===== src/rtl/shift_rows_pipe.sv =====
// Rijndael ShiftRows / InvShiftRows for 4, 6 or 8 columns, followed by an elastic
// valid/ready register pipeline that carries a sideband tag with each state.
module shift_rows_pipe #(
  parameter int NB          = 4,
  parameter int PIPE_STAGES = 1,
  parameter int TAG_W       = 4
) (
  input  logic                clk,
  input  logic                rst,
  input  logic                in_valid,
  output logic                in_ready,
  input  logic                in_inv,
  input  logic [TAG_W-1:0]    in_tag,
  input  logic [32*NB-1:0]    state_in,
  output logic                out_valid,
  input  logic                out_ready,
  output logic [TAG_W-1:0]    out_tag,
  output logic [32*NB-1:0]    state_out,
  output logic                busy
);

  localparam int W = 32 * NB;

  if (!(NB == 4 || NB == 6 || NB == 8)) begin : g_bad_nb
    $error("shift_rows_pipe: NB must be 4, 6 or 8");
  end
  if (PIPE_STAGES < 1 || PIPE_STAGES > 4) begin : g_bad_stages
    $error("shift_rows_pipe: PIPE_STAGES must be 1..4");
  end
  if (TAG_W < 1 || TAG_W > 16) begin : g_bad_tag
    $error("shift_rows_pipe: TAG_W must be 1..16");
  end

  logic [W-1:0] fwd_perm;
  logic [W-1:0] inv_perm;
  logic [W-1:0] perm;

  // Byte k sits at state_in[W-1-8k -: 8]; byte 4c+r is row r of column c.
  for (genvar gi = 0; gi < NB; gi++) begin : g_col
    for (genvar gr = 0; gr < 4; gr++) begin : g_row
      localparam int OFF = (NB == 8 && gr >= 2) ? gr + 1 : gr;
      localparam int FSRC = (gi + OFF) % NB;
      localparam int ISRC = (gi - OFF + NB) % NB;
      assign fwd_perm[W-1-8*(4*gi+gr) -: 8] = state_in[W-1-8*(4*FSRC+gr) -: 8];
      assign inv_perm[W-1-8*(4*gi+gr) -: 8] = state_in[W-1-8*(4*ISRC+gr) -: 8];
    end
  end

  assign perm = in_inv ? inv_perm : fwd_perm;

  logic [PIPE_STAGES-1:0] valid_reg;
  logic [W-1:0]           data_reg [PIPE_STAGES];
  logic [TAG_W-1:0]       tag_reg  [PIPE_STAGES];
  logic [PIPE_STAGES-1:0] stage_ready;

  // A stage can take data when any stage at or after it has a hole, or the
  // output drains this cycle; evaluated flat so there is no combinational chain.
  always_comb begin
    stage_ready = '0;
    for (int k = 0; k < PIPE_STAGES; k++) begin
      stage_ready[k] = out_ready;
      for (int j = k; j < PIPE_STAGES; j++) begin
        if (!valid_reg[j]) begin
          stage_ready[k] = 1'b1;
        end
      end
    end
  end

  always_ff @(posedge clk) begin
    if (rst) begin
      valid_reg <= '0;
      for (int i = 0; i < PIPE_STAGES; i++) begin
        data_reg[i] <= '0;
        tag_reg[i]  <= '0;
      end
    end else begin
      if (stage_ready[0]) begin
        valid_reg[0] <= in_valid;
        if (in_valid) begin
          data_reg[0] <= perm;
          tag_reg[0]  <= in_tag;
        end
      end
      for (int i = 1; i < PIPE_STAGES; i++) begin
        if (stage_ready[i]) begin
          valid_reg[i] <= valid_reg[i-1];
          if (valid_reg[i-1]) begin
            data_reg[i] <= data_reg[i-1];
            tag_reg[i]  <= tag_reg[i-1];
          end
        end
      end
    end
  end

  assign in_ready  = stage_ready[0] && !rst;
  assign out_valid = valid_reg[PIPE_STAGES-1];
  assign state_out = data_reg[PIPE_STAGES-1];
  assign out_tag   = tag_reg[PIPE_STAGES-1];
  assign busy      = |valid_reg;

endmodule


===== config.mk =====
export PLATFORM = sky130hd
export DESIGN_NAME = shift_rows_pipe
export DESIGN_NICKNAME = d
export VERILOG_FILES = /design/src/rtl/shift_rows_pipe.sv
export SDC_FILE = /design/constraint.sdc
export NUM_CORES = 1
export LEC_CHECK = 0
export ABC_AREA = 0
export BUFFER_PORTS_ARGS = -buffer_cell sky130_fd_sc_hd__buf_4
export CORE_MARGIN = 2
export CORE_UTILIZATION = 43
export CTS_CLUSTER_SIZE = 8
export DETAILED_ROUTE_END_ITERATION = 8
export GPL_TIMING_DRIVEN = 0
export PLACE_DENSITY = 0.81
export SYNTH_ARGS = -nofsm -noshare
export SYNTH_HDL_FRONTEND = slang
export SYNTH_SLANG_ARGS = --single-unit

===== constraint.sdc =====
create_clock -name clk -period 5.26 [get_ports clk]
set_input_delay 1.052 -clock clk [delete_from_list [all_inputs] [get_ports clk]]
set_output_delay 1.052 -clock clk [all_outputs]
set_load 0.02 [all_outputs]

Word level (Yosys, flattened, before mapping)
Memory sizes are Yosys's and may differ from the RTL's.
Index checks and enable logic that the tools add are counted.

word-level totals
  logic and storage cells = 19
  memories = 2
  output and inout port bits = 135
  register bits after elaboration = 1
  input port bits = 137
  bits in writable memories = 132

cells by class
  reduce and logical (&&, ||, !) cells = 4
  multiplexer cells = 12

memories
  name      depth  bits a word  read ports  clocked after Yosys merged registers in  write ports  RTL line  text
  data_reg  1      128          1           0                                        1            52        logic [W-1:0] data_reg [PIPE_STAGES];
  tag_reg   1      4            1           0                                        1            53        logic [TAG_W-1:0] tag_reg [PIPE_STAGES];

operator list
  operator              count
  128-bit two-way mux   1
  128-bit OR reduction  1
  120-bit two-way mux   1
  1-bit two-way mux     9
  4-bit two-way mux     1
  4-bit OR reduction    1
  1-bit logical AND     1
  1-bit logical NOT     1

Logic depth before layout (Yosys ltp)
  depth after elaboration = 6
  gate-level depth with buffers = 5
  mapped depth without buffers = 2

Worst setup path after synthesis
Ideal clock, no wire load.

  path kind = in2reg
  from = input out_ready
  to = memory data_reg[0][0] (netlist bit) (enable)
  path slack = 904 ps
  stages = 2
  required time = 4,769 ps
  path buffers = 0
  arrival time = 3,865 ps
  cell sequence = nand2b_1 a21o_1

on the way
  longest elaborated chain between the ends = 6

RTL lines
  element                                    RTL line  text
  start: declaration                         16        input logic out_ready,
  1-bit two-way mux *                        63        if (!valid_reg[j]) begin
  1-bit two-way mux *                        78        if (stage_ready[0]) begin
  1-bit two-way mux *                        71        if (rst) begin
  1-bit two-way mux (not written as such) *  81        data_reg[0] <= perm;
  128-bit OR reduction (no source line)      -
  1-bit two-way mux (no source line) *       -
  end: declaration                           52

Every way passes the cells marked *; elsewhere a longest branch is shown, timed or not.

Worst setup path after layout
  from = input out_ready
  to = output in_ready

on the way
  longest elaborated chain between the ends = 2

RTL lines
  element            RTL line  text
  1-bit two-way mux  63
  1-bit logical AND  97        assign in_ready = stage_ready[0] && !rst;
  end: declaration   11        output logic in_ready,

No other way between the ends.

==> Flow_metrics.wiki <==
{| class="wikitable"
! Metric !! Value
|-
| Outcome || finished, final reports clean
|-
| Area fraction of the dominant cell type after synthesis || 63.95%
|-
| Count of flip-flops with a built-in enable after synthesis || 132
|-
| Unrepaired setup endpoints after global routing || no
|-
| Worst-path maximum fanout || 10
|-
| Largest cells by area after synthesis || sky130_fd_sc_hd__edfxtp_1, sky130_fd_sc_hd__mux2i_1, sky130_fd_sc_hd__nor3_2
|-
| Relative max-transition margin || 62.27%
|-
| Starting utilization of the core area || 44.31%
|-
| Total half-perimeter wirelength after legalization and detailed placement || 12110 um
|-
| Die span in x || 124.1 um
|-
| Max-slew violation count || 0
|-
| Power density over the cells || 322.4 nW/um^2
|-
| Post-DR wirelength/cell || 18.91 um
|-
| Endpoint required time on the critical path || 4.21 ns
|-
| Sequence of cells on the critical path || buf_4 > nor2b_1 > buf_6 > buf_6 > buf_4 > nor2_1 > buf_4
|-
| Die height || 124.1 um
|-
| Cell type with the highest occurrence count on the critical path || sky130_fd_sc_hd__buf_4
|-
| First-pass GRT wire length || 23670 um
|-
| Detailed Route Iter0 Violations || 166
|-
| Initial antenna violation count || 0
|-
| Worst Hold Margin || 0.5919 ns
|-
| Overflow left after global routing || 0
|-
| Num Clock Sinks || 133
|-
| Clock-pin slew of the registers on the worst-case setup and hold paths || 0.06 ns
|-
| Overall via count from detail_route || 4351
|-
| Post-route total power || 0.002922 W
|-
| Synth Flop Type || sky130_fd_sc_hd__edfxtp_1
|-
| Transition time at the pin with the least slew margin || 0.5660 ns
|-
| Number of warnings issued by yosys || 0
|-
| Number of buffers created by CTS || 17
|-
| IO buf count || 270
|-
| Sum of routed wire length over all layers || 16230 um
|-
| Setup violators final || 0
|-
| Min Clock Period, post-route || 3.117 ns
|-
| Drt via density || 5.071
|-
| Cell at the slowest stage of the critical path || sky130_fd_sc_hd__buf_4
|-
| Number of hold violations in the final report || 0
|-
| Area growth from synthesis to final layout || 46.21%
|-
| Share of the yosys chip area belonging to registers || 64.27%
|-
| CP arrival || 2.07 ns
|-
| Post-CTS setup buffer count || 0
|-
| Top cell type by total area after synthesis || sky130_fd_sc_hd__edfxtp_1
|-
| Number of violations of the max-capacitance limit || 0
|-
| Worst hold-check path type || reg -> reg
|-
| Length of the first detailed-routing pass in iterations || 4
|-
| Count of non-filler cells in the finished layout || 858
|-
| Number of cells produced by synthesis || 374
|-
| Nature of the critical path startpoint || input pin
|-
| Number of antenna cells inserted || 0
|-
| # IOs || 272
|-
| Number of nets still failing antenna checks after routing || 0
|-
| CTS tree || built
|-
| Synthesized netlist net count || 511
|-
| Die outline area || 15390 sq um
|-
| Post-cts repair resize count || 0
|-
| Global routing usage summed across all routing layers || 20.84%
|-
| Number of buffers inserted by hold repair at cts || 0
|-
| Min-delay src || busy
|-
| Crit Reg-Reg Startpoint || busy
|-
| Final total negative setup slack || 0 ns
|-
| Final RePlAce weighted congestion || 0.7931
|-
| Ratio of cells with drive above 1 in the final layout || 62.09%
|-
| Count of different cell masters after synthesis || 17
|-
| Pin count of the biggest net entering global routing || 50
|-
| Total of fill cells in the finished design || 1058
|-
| Placed Instance Area || 8498 sq um
|-
| Total number of nets in the final design || 802
|-
| Critical Path Start || out_ready
|-
| Rows || 43
|-
| Final non-filler cell area || 9062 sq um
|-
| Max FFs per register || 128
|-
| Area of the mapped netlist || 6198 sq um
|-
| Worst-case clock buffer depth || 2
|-
| Post-Synthesis Mean Instance Area || 16.57 sq um
|-
| Post-synthesis async set-or-reset flop share || 0%
|-
| Highest Clock Rate || 320.8 MHz
|-
| Via count of the first global-routing pass || 4474
|-
| Root Buffer Master || sky130_fd_sc_hd__clkbuf_16
|-
| Post-placement cell count || 826
|-
| Clock H-tree levels || 4
|-
| Start-to-end type of the worst setup path || in -> out
|-
| Worst setup EP type || primary output
|-
| Number of synthesized register bits || 133
|-
| Std-Cell Core Area || 13990 sq um
|-
| IR Drop Worst-Case VDD || 0.1888 mV
|-
| Worst-skew pair later-pin latency || 0.41 ns
|-
| Top cells by instance count after synthesis || sky130_fd_sc_hd__edfxtp_1, sky130_fd_sc_hd__mux2i_1, sky130_fd_sc_hd__nor3_2
|-
| Most instantiated library cell after synthesis || sky130_fd_sc_hd__edfxtp_1
|-
| Largest incremental delay on the critical path || 0.23 ns
|-
| DRC Markers || 0
|-
| Leakage power of the design || 3.912 nW
|-
| Part of the cycle the worst path needs || 59.26%
|-
| Worst setup skew after layout || 0.006790 ns
|}
==> report_power, final <==
| group | internal, W | switching [W] |
|---|---|---|
| sequential | 0.00126 | 0.0000249 |
| clock | 0.000693 | 0.000440 |
| combinational | 0.000233 | 0.000274 |
| total | 0.00218 | 0.000739 |
==> logic make-up after synthesis <==
group	count (synthesis)	share of synthesized area (%)
AND/OR/NAND/NOR	136	20.43
flip-flops	133	64.27
multiplexers	64	10.34
AO/OA/AOI/OAI	2	0.2018
buffers and inverters	39	4.764
==> worst paths after layout <==
| path | to | slack (ns) | cells after the start |
|---|---|---|---|
| max | in_ready | 2.14 | 7 |
| min | busy | 0.59 | 2 |
| max reg2reg | data_reg[0][57] | 3.62 | 3 |
| min reg2reg | busy | 0.59 | 2 |
==> routing by layer <==
layer	vias to the layer above	global-route usage [%]	part of all wire (%)
met2	198	35.21	51
met3	16	7.830	9.8
met4	0	8.567	1.3
met5	-	0	0
met1	2118	23.79	38
li1	2019	-	-
==> layout by cell type, fill, tap and decap left out, types with 3 or more instances in the layout <==
master                       count
sky130_fd_sc_hd__clkinvlp_4      3
sky130_fd_sc_hd__clkinv_1        3
sky130_fd_sc_hd__buf_4         278
sky130_fd_sc_hd__nor3_1          4
sky130_fd_sc_hd__clkbuf_16      17
sky130_fd_sc_hd__nor3b_2        21
sky130_fd_sc_hd__nor3_2         60
sky130_fd_sc_hd__edfxtp_1      132
sky130_fd_sc_hd__mux2i_1        64
sky130_fd_sc_hd__clkinv_2        3
sky130_fd_sc_hd__buf_6          13
sky130_fd_sc_hd__buf_2          17
sky130_fd_sc_hd__nor3b_1        47
==> critical path: cells and delay by family <==
kind / cells / cell delay [ns]
AND/OR/NAND/NOR: 2 / 0.20
buffers and inverters: 5 / 0.80
==> per-stage QoR <==
step	utilization (%)	setup WS (ns)
after floorplan	-	0.9036
after global routing	64.79	2.048
after global placement	60.41	-0.2012
final	64.79	2.143
after CTS	64.79	2.122
after detailed placement	60.75	2.124
==> cell type report <==
type	instances	area, sq um	area share [%]
timing repair buffer	272	2067	22.81
clock inverter	14	135.1	1.491
clock buffer	18	429.2	4.736
inverter	1	3.754	0.04142
multi-input combinational	202	1927	21.26
tap	180	225.2	2.485
buffer	38	291.5	3.217
sequential	133	3984	43.96
Note: power is estimated with default switching activity, not from simulation.
